==> config.mk <==
export PLATFORM = sky130hd
export DESIGN_NAME = lif_neuron_array
export DESIGN_NICKNAME = d
export VERILOG_FILES = /design/src/rtl/snn_pkg.sv /design/src/rtl/lif_update_core.sv /design/src/rtl/lif_neuron_array.sv
export SDC_FILE = /design/constraint.sdc
export NUM_CORES = 1
export LEC_CHECK = 0
export CAP_MARGIN = 0
export CORE_ASPECT_RATIO = 1.5
export CORE_UTILIZATION = 35
export DETAILED_ROUTE_END_ITERATION = 6
export DONT_BUFFER_PORTS = 1
export SYNTH_ARGS = -nofsm -noshare
export SYNTH_HDL_FRONTEND = slang
export SYNTH_HIERARCHICAL = 1
export SYNTH_SLANG_ARGS = --single-unit
==> constraint.sdc <==
create_clock -name clk -period 7.65 [get_ports clk]
set_input_delay 1.1475 -clock clk [delete_from_list [all_inputs] [get_ports clk]]
set_output_delay 1.1475 -clock clk [all_outputs]
set_load 0.005 [all_outputs]
==> src/rtl/snn_pkg.sv <==
// Shared definitions for the spiking-network datapath: sweep FSM states,
// default potential/weight widths and a signed saturating adder.
package snn_pkg;

    typedef enum logic {
        ACCUM = 1'b0,
        SWEEP = 1'b1
    } lif_state_e;

    localparam int DEFAULT_POT_W = 16;
    localparam int DEFAULT_WGT_W = 16;

    // Operands arrive sign-extended to 64 bits; the result is clamped to the
    // signed range of a 'width'-bit word so callers can truncate it safely.
    function automatic longint sat_add(
        input longint a,
        input longint b,
        input int     width
    );
        longint sum;
        longint max_v;
        longint min_v;
        sum   = a + b;
        max_v = (longint'(1) <<< (width - 1)) - 1;
        min_v = -max_v - 1;
        if (sum > max_v) begin
            return max_v;
        end
        if (sum < min_v) begin
            return min_v;
        end
        return sum;
    endfunction

endpackage

==> src/rtl/lif_update_core.sv <==
// Combinational evaluation of one leaky integrate-and-fire neuron: applies
// refractory countdown, threshold/fire and leak to produce its next state.
module lif_update_core #(
    parameter int POT_W        = 16,
    parameter int REF_W        = 8,
    parameter int LEAK_SHIFT   = 4,
    parameter int REFRAC_TICKS = 2
) (
    input  logic signed [POT_W-1:0] pot,
    input  logic        [REF_W-1:0] refrac,
    input  logic signed [POT_W-1:0] threshold,
    output logic signed [POT_W-1:0] pot_nxt,
    output logic        [REF_W-1:0] refrac_nxt,
    output logic                    fire
);

    logic signed [POT_W-1:0] leaked;

    always_comb begin
        // Arithmetic shift makes negative potentials decay toward zero as well.
        if (LEAK_SHIFT == 0) begin
            leaked = pot;
        end else begin
            leaked = pot - (pot >>> LEAK_SHIFT);
        end
    end

    always_comb begin
        pot_nxt    = leaked;
        refrac_nxt = refrac;
        fire       = 1'b0;
        if (refrac != '0) begin
            refrac_nxt = refrac - REF_W'(1);
            pot_nxt    = '0;
        end else if (pot >= threshold) begin
            fire       = 1'b1;
            pot_nxt    = '0;
            refrac_nxt = REF_W'(REFRAC_TICKS);
        end
    end

endmodule

==> src/rtl/lif_neuron_array.sv <==
// Time-multiplexed array of leaky integrate-and-fire neurons sharing one update
// core. Optional spike statistics ports are enabled by LIF_SPIKE_COUNT_EN.
module lif_neuron_array
    import snn_pkg::*;
#(
    parameter int N_NEURONS    = 4,
    parameter int IDX_W        = $clog2(N_NEURONS),
    parameter int POT_W        = DEFAULT_POT_W,
    parameter int WGT_W        = DEFAULT_WGT_W,
    parameter int LEAK_SHIFT   = 4,
    parameter int REFRAC_TICKS = 2,
    parameter int REF_W        = 8
) (
    input  logic                    clk,
    input  logic                    rst,
    input  logic                    en,
    input  logic signed [POT_W-1:0] threshold,
    input  logic                    in_valid,
    output logic                    in_ready,
    input  logic        [IDX_W-1:0] in_idx,
    input  logic signed [WGT_W-1:0] in_weight,
    input  logic                    tick,
    output logic                    busy,
    output logic                    spk_valid,
    output logic        [IDX_W-1:0] spk_idx,
    output logic                    sweep_done
`ifdef LIF_SPIKE_COUNT_EN
    ,
    output logic        [15:0]      spike_total,
    output logic        [IDX_W:0]   last_sweep_spikes
`endif
);

    localparam logic [IDX_W-1:0] LAST_IDX = IDX_W'(N_NEURONS - 1);

    lif_state_e state_q, state_d;
    logic [IDX_W-1:0] ptr_q, ptr_d;
    logic signed [POT_W-1:0] pot_q [N_NEURONS];
    logic signed [POT_W-1:0] pot_d [N_NEURONS];
    logic [REF_W-1:0] refrac_q [N_NEURONS];
    logic [REF_W-1:0] refrac_d [N_NEURONS];
    logic spk_valid_q, spk_valid_d;
    logic [IDX_W-1:0] spk_idx_q, spk_idx_d;
    logic sweep_done_q, sweep_done_d;

    logic signed [POT_W-1:0] core_pot;
    logic        [REF_W-1:0] core_refrac;
    logic                    core_fire;
    logic                    in_range;
    logic                    eval_en;
    logic signed [POT_W-1:0] acc_sum;

    lif_update_core #(
        .POT_W        (POT_W),
        .REF_W        (REF_W),
        .LEAK_SHIFT   (LEAK_SHIFT),
        .REFRAC_TICKS (REFRAC_TICKS)
    ) u_core (
        .pot        (pot_q[ptr_q]),
        .refrac     (refrac_q[ptr_q]),
        .threshold  (threshold),
        .pot_nxt    (core_pot),
        .refrac_nxt (core_refrac),
        .fire       (core_fire)
    );

    assign in_range = ({1'b0, in_idx} < (IDX_W + 1)'(N_NEURONS));
    assign acc_sum  = POT_W'(sat_add(longint'(pot_q[in_idx]), longint'(in_weight), POT_W));
    assign eval_en  = en && (state_q == SWEEP);

    assign in_ready   = en && (state_q == ACCUM);
    assign busy       = (state_q == SWEEP);
    assign spk_idx    = spk_idx_q;
    // Registered outputs are masked, not cleared, so a pending pulse survives a freeze.
    assign spk_valid  = en && spk_valid_q;
    assign sweep_done = en && sweep_done_q;

    always_comb begin
        // NOTE: every variable gets its hold value first so no path leaves it unassigned (no latches).
        state_d      = state_q;
        ptr_d        = ptr_q;
        pot_d        = pot_q;
        refrac_d     = refrac_q;
        spk_valid_d  = spk_valid_q;
        spk_idx_d    = spk_idx_q;
        sweep_done_d = sweep_done_q;
        if (en) begin
            spk_valid_d  = 1'b0;
            sweep_done_d = 1'b0;
            case (state_q)
                ACCUM: begin
                    if (in_valid && in_range && (refrac_q[in_idx] == '0)) begin
                        pot_d[in_idx] = acc_sum;
                    end
                    if (tick) begin
                        state_d = SWEEP;
                        ptr_d   = '0;
                    end
                end
                SWEEP: begin
                    pot_d[ptr_q]    = core_pot;
                    refrac_d[ptr_q] = core_refrac;
                    spk_valid_d     = core_fire;
                    if (core_fire) begin
                        spk_idx_d = ptr_q;
                    end
                    if (ptr_q == LAST_IDX) begin
                        state_d      = ACCUM;
                        ptr_d        = '0;
                        sweep_done_d = 1'b1;
                    end else begin
                        ptr_d = ptr_q + IDX_W'(1);
                    end
                end
                default: state_d = ACCUM;
            endcase
        end
    end

    always_ff @(posedge clk or posedge rst) begin
        if (rst) begin
            state_q      <= ACCUM;
            ptr_q        <= '0;
            spk_valid_q  <= 1'b0;
            spk_idx_q    <= '0;
            sweep_done_q <= 1'b0;
            // NOTE: the per-neuron arrays are plain registers, so they are reset like any other flop.
            for (int i = 0; i < N_NEURONS; i++) begin
                pot_q[i]    <= '0;
                refrac_q[i] <= '0;
            end
        end else begin
            // NOTE: non-blocking assignments keep all state updates on the same clock edge.
            state_q      <= state_d;
            ptr_q        <= ptr_d;
            spk_valid_q  <= spk_valid_d;
            spk_idx_q    <= spk_idx_d;
            sweep_done_q <= sweep_done_d;
            for (int i = 0; i < N_NEURONS; i++) begin
                pot_q[i]    <= pot_d[i];
                refrac_q[i] <= refrac_d[i];
            end
        end
    end

`ifdef LIF_SPIKE_COUNT_EN
    logic [15:0]  total_q, total_d;
    logic [IDX_W:0] sweep_cnt_q, sweep_cnt_d;
    logic [IDX_W:0] last_q, last_d;

    assign spike_total       = total_q;
    assign last_sweep_spikes = last_q;

    always_comb begin
        total_d     = total_q;
        sweep_cnt_d = sweep_cnt_q;
        last_d      = last_q;
        if (eval_en) begin
            if (core_fire) begin
                if (total_q != 16'hFFFF) begin
                    total_d = total_q + 16'd1;
                end
                sweep_cnt_d = sweep_cnt_q + (IDX_W + 1)'(1);
            end
            if (ptr_q == LAST_IDX) begin
                last_d      = sweep_cnt_q + (IDX_W + 1)'(core_fire);
                sweep_cnt_d = '0;
            end
        end
    end

    always_ff @(posedge clk or posedge rst) begin
        if (rst) begin
            total_q     <= '0;
            sweep_cnt_q <= '0;
            last_q      <= '0;
        end else begin
            total_q     <= total_d;
            sweep_cnt_q <= sweep_cnt_d;
            last_q      <= last_d;
        end
    end
`endif

endmodule

==> flow_metrics.env, run 1 <==
export IMPL_outcome="completed"
export IMPL_ant_nets=0
export IMPL_p_leak_nw=3.50
export IMPL_finalHoldViolCount=0
export IMPL_synth_ff_type="dfrtp_1"
export IMPL_grt_max_degree=78
export IMPL_layout_common_cells="dfrtp_1 (102), ha_1 (52), nor2_1 (50)"
export IMPL_wl_per_cell_um=22.3
export IMPL_holdWs_ps=519
export IMPL_finalCriticalPeriod_ps=4530
export IMPL_dp_hpwl_um=16700
export IMPL_grt_pass1_wl_um=35400
export IMPL_ys_ff_latch=103
export IMPL_drt_vias_per_instance=6.11
export IMPL_ir_worst_vdd_mv=0.214
export IMPL_post_dp_cell_area_um2=7870
export IMPL_yosys_warnings=6
export IMPL_final_nets=827
export IMPL_synth_area_um2=7650
export IMPL_mostFrequentLayoutCell="dfrtp_1"
export IMPL_worstMarginPinSlew_ps=1020
export IMPL_dieArea_um2=22500
export IMPL_die_width_um=123
export IMPL_dp_cells=991
export IMPL_cp_arrival_ps=4780
export IMPL_p_per_area_nw_per_um2=487
export IMPL_io_buffers=0
export IMPL_synth_adder_area_share_pct=9.03
export IMPL_required_ps=7890
export IMPL_n_antenna_cell=0
export IMPL_core_area_um2=21200
export IMPL_cts_setup_buffers=0
export IMPL_rows=65
export IMPL_start_kind="flip-flop"
export IMPL_rsz0062_at_grt="false"
export IMPL_via_count=6150
export IMPL_path_cells="buf_4, mux4_2, inv_1, ha_1, inv_1, fa_1, a211oi_1, nor2_1, o21a_1, o22ai_1, o21ai_0, xnor2_1, nor2_1, and3_1, or2_2, a21oi_1, a21oi_1"
export IMPL_cts_hold_buf=0
export IMPL_synth_compound_area_share_pct=21.0
export IMPL_cts_tree="yes"
export IMPL_synth_top_area_share_pct=33.7
export IMPL_syn_nets=845
export IMPL_setup_worst_path_end_class="flip-flop"
export IMPL_syn_inst=752
export IMPL_async_flop_share_pct=100
export IMPL_synthMuxAreaShare_pct=16.6
export IMPL_synth_area_leaders="dfrtp_1 (34%), mux4_2 (12%), ha_1 (8.5%), mux2_2 (4.9%), a22oi_1 (4.6%)"
export IMPL_slowest_delay_ps=600
export IMPL_syn_to_final_growth_pct=6.71
export IMPL_drive_above_1_share_pct=17.3
export IMPL_synth_area_per_cell_um2=10.2
export IMPL_finClkSkew_ps=12.3
export IMPL_slowest_stage="dfrtp_2"
export IMPL_fmax_ghz=0.221
export IMPL_synth_edf_count=0
export IMPL_remaining_drc_errors=0
export IMPL_path_clk_slew_ps=80
export IMPL_synth_largest_area_cell="dfrtp_1"
export IMPL_gp_congestion=0.857
export IMPL_synthSimpleGateAreaFrac_pct=12.6
export IMPL_finalWirelength_um=22400
export IMPL_cts_root_buf="clkbuf_16"
export IMPL_first_iter_violations=409
export IMPL_p_total_w=0.00398
export IMPL_finalMaxSlewViolations=0
export IMPL_setup_viol=0
export IMPL_post_route_cell_area_um2=8160
export IMPL_clock_latency_ps=370
export IMPL_synthXorXnorAreaFrac_pct=2.75
export IMPL_fin_tns_setup_ps=0
export IMPL_synth_distinct_cells=70
export IMPL_finalNonFillerCells=1007
export IMPL_grt_pass1_vias=6366
export IMPL_grt_overflow=0
export IMPL_grt_util_all_layers_pct=21.0
export IMPL_post_cts_resized=0
export IMPL_slew_headroom_pct=32.1
export IMPL_clock_sinks=103
export IMPL_cts_made_buffers=9
export IMPL_fin_crit_sh_pct=59.3
export IMPL_ios=45
export IMPL_initial_core_util_pct=36.0
export IMPL_synth_top_family_by_area="compound AO/OA/AOI/OAI gates"
export IMPL_path_max_fanout=16
export IMPL_min_path_type="reg2reg"
export IMPL_ys_seq_area_share_pct=33.7
export IMPL_cts_htree_levels=3
export IMPL_antenna_found_initial=0
export IMPL_clockBufferDepth=2
export IMPL_die_h_um=183
export IMPL_max_cap_violations=0
export IMPL_dr_pass1_iters=5
export IMPL_crit_type="reg2reg"
metal layers:
layer | global-route usage [%] | share of wire [%] | up-vias
met2 | 37.2 | 52 | 220
met1 | 23.0 | 37 | 3034
met4 | 11.2 | 5.0 | 0
li1 | - | - | 2832
met5 | 0 | 0 | -
met3 | 4.26 | 5.7 | 64
critical path, delay by kind of cell (launching register included):
| family | cells | cell delay [ps] |
|---|---|---|
| AND/OR/NAND/NOR | 4 | 730 |
| flip-flops | 1 | 600 |
| multiplexers | 1 | 550 |
| adder cells (fa/ha/maj) | 2 | 580 |
| buffers and inverters | 3 | 570 |
| XOR/XNOR | 1 | 230 |
| AO/OA/AOI/OAI | 6 | 1140 |
state kept, by name, summed over array words and instances, names as in the netlist:
name,count
ptr_q,2
spk_valid_q,1
sweep_done_q,1
refrac_q,32
pot_q,64
spk_idx,2
busy,1
kinds of logic (layout without fill, tap and decap cells):
group,Yosys count,count (layout)
AOI/OAI and AO/OA,247,247
buffers and inverters,73,60
and+or+nand+nor,178,178
adders and majority gates,54,54
muxes,73,73
xor gates and xnor gates,24,24
DFF,103,103
final timing paths:
path                                          startpoint                        to  slack [ps]  cells past startpoint
worst min register to register  sweep_done_q$_DFFE_PP0P_  sweep_done_q$_DFFE_PP0P_         520                      2
worst max-delay path                ptr_q[0]$_DFFE_PP0P_     pot_q[62]$_DFFE_PP0P_        3120                     17
max in group asynchronous                            rst      ptr_q[0]$_DFFE_PP0P_        5690                      2
min in group asynchronous                            rst  refrac_q[17]$_DFFE_PP0P_         600                      1
worst min-delay path            sweep_done_q$_DFFE_PP0P_  sweep_done_q$_DFFE_PP0P_         520                      2
worst max register to register      ptr_q[0]$_DFFE_PP0P_     pot_q[62]$_DFFE_PP0P_        3120                     17
power by group:
group	internal (W)	switching [W]
sequential	0.000755	0.000191
combinational	0.00106	0.00150
clock	0.000245	0.000231
cell type report:
cell class,count,area [µm²]
clock inverters,5,45.0
repair buffers,8,60.1
well taps,268,335
multi-input cells,576,4750
flip-flops and latches,103,2580
inverters,36,138
clock buffers,11,253
fillers,2084,13100
through the flow:
stage / setup slack, ps / util [%]
after floorplan: 2910 / -
after global routing: 2860 / 38.5
after global placement: 2790 / 37.1
after detailed placement: 2820 / 37.1
final: 3120 / 38.5
after CTS: 3110 / 38.5
cell usage after synthesis (all sizes together), types with 9 or more instances:
| master | n |
|---|---|
| a22oi | 49 |
| a21oi | 44 |
| xnor2 | 14 |
| nor3 | 18 |
| inv | 36 |
| mux4 | 40 |
| nand2 | 42 |
| o21ai | 84 |
| nand3 | 13 |
| a211oi | 9 |
| buf | 21 |
| clkbuf | 16 |
| a21o | 10 |
| ha | 52 |
| dfrtp | 103 |
| xor2 | 10 |
| nor2 | 51 |
| mux2 | 33 |
| o211ai | 9 |
Note: power is estimated with default switching activity, not from simulation.
==> run 2, diff against run 1 <==
--- a/config.mk
+++ b/config.mk
@@ -5,6 +5,7 @@
 export SDC_FILE = /design/constraint.sdc
 export NUM_CORES = 1
 export LEC_CHECK = 0
+export ABC_AREA = 1
 export CAP_MARGIN = 0
 export CORE_ASPECT_RATIO = 1.5
 export CORE_UTILIZATION = 35
==> constraint.sdc (replaced) <==
create_clock -name clk -period 4.35 [get_ports clk]
set_input_delay 0.6525 -clock clk [delete_from_list [all_inputs] [get_ports clk]]
set_output_delay 0.6525 -clock clk [all_outputs]
set_load 0.005 [all_outputs]
==> flow_metrics.env, run 2 <==
export IMPL_outcome="complete, but fails checks"
export IMPL_violations="DRC"
export IMPL_fin_crit_sh_pct=82.2
export IMPL_synth_area_um2=8570
export IMPL_finalNonFillerCells=1628
export IMPL_finalMaxSlewViolations=0
export IMPL_grt_overflow=0
export IMPL_crit_type="reg2reg"
export IMPL_first_iter_violations=895
export IMPL_required_ps=4630
export IMPL_max_cap_violations=0
export IMPL_clockBufferDepth=2
export IMPL_post_dp_cell_area_um2=8920
export IMPL_gp_congestion=0.944
export IMPL_ys_seq_area_share_pct=30.1
export IMPL_remaining_drc_errors=2
export IMPL_synth_edf_count=0
export IMPL_cts_tree="yes"
export IMPL_dp_hpwl_um=21800
export IMPL_critical_path_buf_inv_count=4
export IMPL_synth_ff_type="dfrtp_1"
export IMPL_syn_to_final_growth_pct=8.02
export IMPL_start_kind="flip-flop"
export IMPL_path_clk_slew_ps=80
export IMPL_post_route_cell_area_um2=9260
export IMPL_synth_area_per_cell_um2=6.48
export IMPL_slew_headroom_pct=27.1
export IMPL_drive_above_1_share_pct=7.10
export IMPL_finalWirelength_um=31300
export IMPL_finClkSkew_ps=8.16
export IMPL_cts_hold_buf=0
export IMPL_dieArea_um2=25100
export IMPL_antenna_found_initial=0
export IMPL_dp_cells=1612
export IMPL_cts_root_buf="clkbuf_16"
export IMPL_setup_worst_path_end_class="flip-flop"
export IMPL_layout_common_cells="nand2_1 (288), nor2_1 (230), a21oi_1 (151)"
export IMPL_cts_setup_buffers=0
export IMPL_async_flop_share_pct=100
export IMPL_mostFrequentLayoutCell="nand2_1"
export IMPL_finalHoldViolCount=0
export IMPL_wl_per_cell_um=19.2
export IMPL_clock_latency_ps=360
export IMPL_syn_inst=1323
export IMPL_finalCriticalPeriod_ps=3580
export IMPL_core_area_um2=23800
export IMPL_min_path_type="in2async"
export IMPL_io_buffers=0
export IMPL_fmax_ghz=0.280
export IMPL_largest_reg_flops=64
export IMPL_synth_common_cells="nand2_1 (288), nor2_1 (233), a21oi_1 (151)"
export IMPL_setup_viol=0
export IMPL_synth_largest_area_cell="dfrtp_1"
export IMPL_synth_area_leaders="dfrtp_1 (30%), nand2_1 (13%), nor2_1 (10%), a21oi_1 (8.8%), ha_1 (7.6%)"
export IMPL_final_nets=1397
export IMPL_dr_pass1_iters=7
export IMPL_critPathTopFamily="simple AND/OR/NAND/NOR gates"
export IMPL_grt_pass1_vias=8759
export IMPL_yosys_warnings=6
export IMPL_post_cts_resized=0
export IMPL_ios=45
export IMPL_rsz0062_at_grt="false"
export IMPL_syn_nets=1416
export IMPL_ant_nets=0
export IMPL_grt_util_all_layers_pct=25.5
export IMPL_initial_core_util_pct=36.0
export IMPL_largestRegisters="pot_q (64), refrac_q (32)"
export IMPL_path_max_fanout=16
export IMPL_die_h_um=194
export IMPL_worstMarginPinSlew_ps=1090
export IMPL_rows=69
export IMPL_cts_htree_levels=3
export IMPL_via_count=9020
export IMPL_die_width_um=130
export IMPL_cpMostUsedCell="nor2_1"
export IMPL_cp_arrival_ps=3850
export IMPL_synth_top_area_share_pct=30.1
export IMPL_grt_max_degree=54
export IMPL_synth_most_common_cell="nand2_1"
export IMPL_path_cells="inv_1, buf_4, o21ai_0, o22ai_1, buf_4, ha_1, a21o_1, nor2_1, nand2_1, nand2_2, a21oi_2, nor2_4, nand2_4, nor2_2, inv_1, nor2_1, nor2_1, a21oi_1"
export IMPL_synth_distinct_cells=41
export IMPL_ys_ff_latch=103
export IMPL_cts_made_buffers=9
export IMPL_slowest_delay_ps=460
export IMPL_slowest_stage="inv_1"
export IMPL_fin_tns_setup_ps=0
export IMPL_top_register="pot_q"
export IMPL_grt_pass1_wl_um=48700
export IMPL_drt_vias_per_instance=5.54
export IMPL_clock_sinks=103
export IMPL_n_antenna_cell=0
## run 2: cell types whose count changed after synthesis, sizes merged, moves of 40 or more
cell	before	now
nand3	13	83
mux4	40	0
inv	36	134
a21oi	44	153
nand2	42	303
nor2	51	240
## run 2: logic make-up after synthesis
kind of cell / synth area share [%]
fa+ha+maj: 8.06
flops: 30.1
xor+xnor: 1.84
buf+inv: 9.17
compound gates: 19.4
simple gates: 31.4
## run 2: layout make-up
cell class | count | area [µm²]
Inverter | 134 | 505
Timing Repair Buffer | 27 | 215
Tap cell | 319 | 399
Sequential cell | 103 | 2580
Clock inverter | 6 | 98.8
Fill cell | 2639 | 14600
Clock buffer | 10 | 239
Multi-Input combinational cell | 1029 | 5220
## run 2: worst reg2reg max path, delay by kind of cell, from the launching register on
family          cells  cell delay, ps
buf+inv             4            1030
compound gates      5             660
fa+ha+maj           1             250
flops               1             380
simple gates        8            1170
## run 2: worst paths after layout
| kind | startpoint | to | slack [ps] | cells past startpoint |
|---|---|---|---|---|
| worst max-delay path | ptr_q[1]$_DFFE_PP0P_ | pot_q[1]$_DFFE_PP0P_ | 770 | 18 |
| worst min-delay path | rst | pot_q[48]$_DFFE_PP0P_ | 270 | 1 |
| worst max register to register | ptr_q[1]$_DFFE_PP0P_ | pot_q[1]$_DFFE_PP0P_ | 770 | 18 |
| worst min register to register | sweep_done_q$_DFFE_PP0P_ | sweep_done_q$_DFFE_PP0P_ | 490 | 2 |
| max in group asynchronous | rst | pot_q[8]$_DFFE_PP0P_ | 3150 | 2 |
| min in group clk | en | ptr_q[1]$_DFFE_PP0P_ | 430 | 2 |
## run 2: routing by layer
metal / global-route usage [%] / part of all wire, % / vias up / wire length, µm
met3: 4.03 / 6.4 / 125 / 2000
met2: 42.0 / 47 / 410 / 14900
met1: 29.7 / 38 / 4199 / 12000
met4: 18.5 / 7.8 / 0 / 2440
met5: 0 / 0 / - / 0
li1: - / - / 4286 / -
## run 2: stage by stage
step / worst slack, ps / util [%] / hold WS [ps]
finish: 775 / 38.8 / 266
global route: 517 / 38.8 / 324
CTS: 822 / 38.8 / 313
detailed placement: 540 / 37.4 / 474
global placement: 580 / 37.4 / 476
floorplan: 994 / - / 450
Power of run 2 is not shown: default switching activity piles up to over one toggle a cycle in this logic, so the estimate is an artifact.
==> run 3, diff against run 2 <==
==> constraint.sdc (replaced) <==
create_clock -name clk -period 3.66 [get_ports clk]
set_input_delay 0.549 -clock clk [delete_from_list [all_inputs] [get_ports clk]]
set_output_delay 0.549 -clock clk [all_outputs]
set_load 0.005 [all_outputs]
==> flow_metrics.env, run 3 (synthesis gave the netlist of run 2 again) <==
export IMPL_outcome="completed"
export IMPL_post_place_ws_ps=308
export IMPL_rows=69
export IMPL_finalNonFillerCells=1649
export IMPL_grt_pass1_vias=8741
export IMPL_fin_crit_sh_pct=92.5
export IMPL_fin_tns_setup_ps=0
export IMPL_drt_vias_per_instance=5.47
export IMPL_finalCriticalPeriod_ps=3390
export IMPL_dr_pass1_iters=6
export IMPL_first_iter_violations=823
export IMPL_ir_worst_vdd_mv=0.385
export IMPL_slowest_delay_ps=430
export IMPL_dp_hpwl_um=21700
export IMPL_fin_util_pct=39.6
export IMPL_p_per_area_nw_per_um2=1180
export IMPL_wl_per_cell_um=18.5
export IMPL_die_width_um=130
export IMPL_syn_to_final_growth_pct=10.0
export IMPL_final_nets=1418
export IMPL_layout_common_cells="nand2_1 (288), nor2_1 (232), a21oi_1 (151)"
export IMPL_finalHoldViolCount=0
export IMPL_min_path_type="in2async"
export IMPL_cp_arrival_ps=3630
export IMPL_finalWirelength_um=30600
export IMPL_p_total_w=0.0111
export IMPL_fmax_ghz=0.295
export IMPL_r2r_end="pot_q[38]$_DFFE_PP0P_"
export IMPL_io_buffers=0
export IMPL_core_area_um2=23800
export IMPL_largest_reg_flops=64
export IMPL_finClkSkew_ps=12.4
export IMPL_reg2reg_depth=21
export IMPL_setup_viol=0
export IMPL_remaining_drc_errors=0
export IMPL_critical_path_buf_inv_count=8
export IMPL_path_max_fanout=17
export IMPL_grt_overflow=0
export IMPL_clock_latency_ps=360
export IMPL_ios=45
export IMPL_mostFrequentLayoutCell="nand2_1"
export IMPL_r2r_setup_slack_ps=270
export IMPL_drive_above_1_share_pct=8.50
export IMPL_clock_sinks=103
export IMPL_p_leak_nw=4.62
export IMPL_path_cells="inv_1, buf_4, o21ai_0, o22ai_1, inv_1, ha_1, nand2_1, nor2_1, inv_1, nor2_1, inv_1, nor2_2, nand2_1, clkinvlp_4, nand2_4, buf_4, nor2_1, inv_1, nor2_1, nor2_1, a21oi_1"
export IMPL_n_antenna_cell=0
export IMPL_clockBufferDepth=2
export IMPL_largestRegisters="pot_q (64), refrac_q (32)"
export IMPL_cts_htree_levels=3
export IMPL_rsz0062_at_grt="false"
export IMPL_ant_nets=0
export IMPL_antenna_found_initial=0
export IMPL_cts_tree="yes"
export IMPL_top_register="pot_q"
export IMPL_required_ps=3900
export IMPL_grt_util_all_layers_pct=25.0
export IMPL_worst_slack_ps=273
export IMPL_slew_headroom_pct=30.5
export IMPL_finalMaxSlewViolations=0
export IMPL_gp_congestion=0.971
export IMPL_start_kind="flip-flop"
export IMPL_initial_core_util_pct=36.0
export IMPL_die_h_um=194
export IMPL_worstMarginPinSlew_ps=1040
export IMPL_dp_cells=1633
export IMPL_critPathTopFamily="buffers and inverters"
export IMPL_rr_startpoint="ptr_q[0]$_DFFE_PP0P_"
export IMPL_cts_root_buf="clkbuf_16"
export IMPL_setup_worst_path_end_class="flip-flop"
export IMPL_max_cap_violations=0
export IMPL_dieArea_um2=25100
export IMPL_path_clk_slew_ps=90
export IMPL_grt_pass1_wl_um=48100
export IMPL_crit_type="reg2reg"
export IMPL_slowest_stage="dfrtp_1"
export IMPL_grt_max_degree=84
export IMPL_via_count=9012
export IMPL_cts_made_buffers=9
## run 3: cell count changes in the layout (fill, tap and decap cells not counted)
cell and delta:
inv_8 -2, clkinv_8 +4, nor2_2 -2, bufinv_16 -2
inv_1 -1, buf_4 +18, nor2_1 +2, clkinvlp_4 +1
clkbuf_8 -1, buf_12 +3, clkinv_4 +1
## run 3: stage by stage
step / area [µm²] / hold slack [ps]
4_1_cts: 9420 / 17.7
3_5_place_dp: 9110 / 407
3_3_place_gp: 9110 / 407
2_1_floorplan: 8570 / 450
5_1_grt: 9430 / 22.3
6_report: 9430 / 8.78
## run 3: area by class of cell
cell class                      count  area, µm²
Timing Repair Buffer               48        410
Sequential cell                   103       2580
Clock inverter                      7       90.1
Fill cell                        2590      14400
Clock buffer                        9        225
Tap cell                          319        399
Inverter                          134        509
Multi-Input combinational cell   1029       5220
## run 3: per-layer routing
| metal | global-route usage (%) | share of wire (%) |
|---|---|---|
| met3 | 3.92 | 7.4 |
| met2 | 41.5 | 48 |
| met4 | 14.6 | 6.0 |
| met1 | 30.2 | 38 |
| met5 | 0 | 0 |
## run 3: worst register-to-register path, stage by stage, from the launching register on
cell and delay (ps):
dfrtp_1 430, inv_1 140, buf_4 250, o21ai_0 110, o22ai_1 190, inv_1 130
ha_1 230, nand2_1 120, nor2_1 50, inv_1 80, nor2_1 40, inv_1 130
nor2_2 60, nand2_1 180, clkinvlp_4 260, nand2_4 190, buf_4 150, nor2_1 40
inv_1 160, nor2_1 80, nor2_1 150, a21oi_1 110
## run 3: worst max path at each step
stage,start,slack (ps),endpoint,cells past startpoint
after floorplan,rst,410,busy$_DFFE_PP0P_,1
after global placement,in_idx[1],380,pot_q[45]$_DFFE_PP0P_,20
after detailed placement,in_idx[1],310,pot_q[61]$_DFFE_PP0P_,20
after CTS,ptr_q[0]$_DFFE_PP0P_,330,pot_q[16]$_DFFE_PP0P_,17
after global routing,ptr_q[0]$_DFFE_PP0P_,40,pot_q[7]$_DFFE_PP0P_,21
final,ptr_q[0]$_DFFE_PP0P_,270,pot_q[38]$_DFFE_PP0P_,21
## run 3: where the power goes
group / switching [W] / internal, W / leakage, nW
clock: 0.000529 / 0.000490 / 0.147
sequential: 0.000515 / 0.00168 / 1.27
combinational: 0.00510 / 0.00276 / 3.21
total: 0.00615 / 0.00494 / 4.62
## run 3: repair_timing
item / CTS / global route
hold buffers: 0 / 0
resized for setup: 0 / 1
setup buffers: 0 / 0
endpoints found under the setup margin: 0 / 3
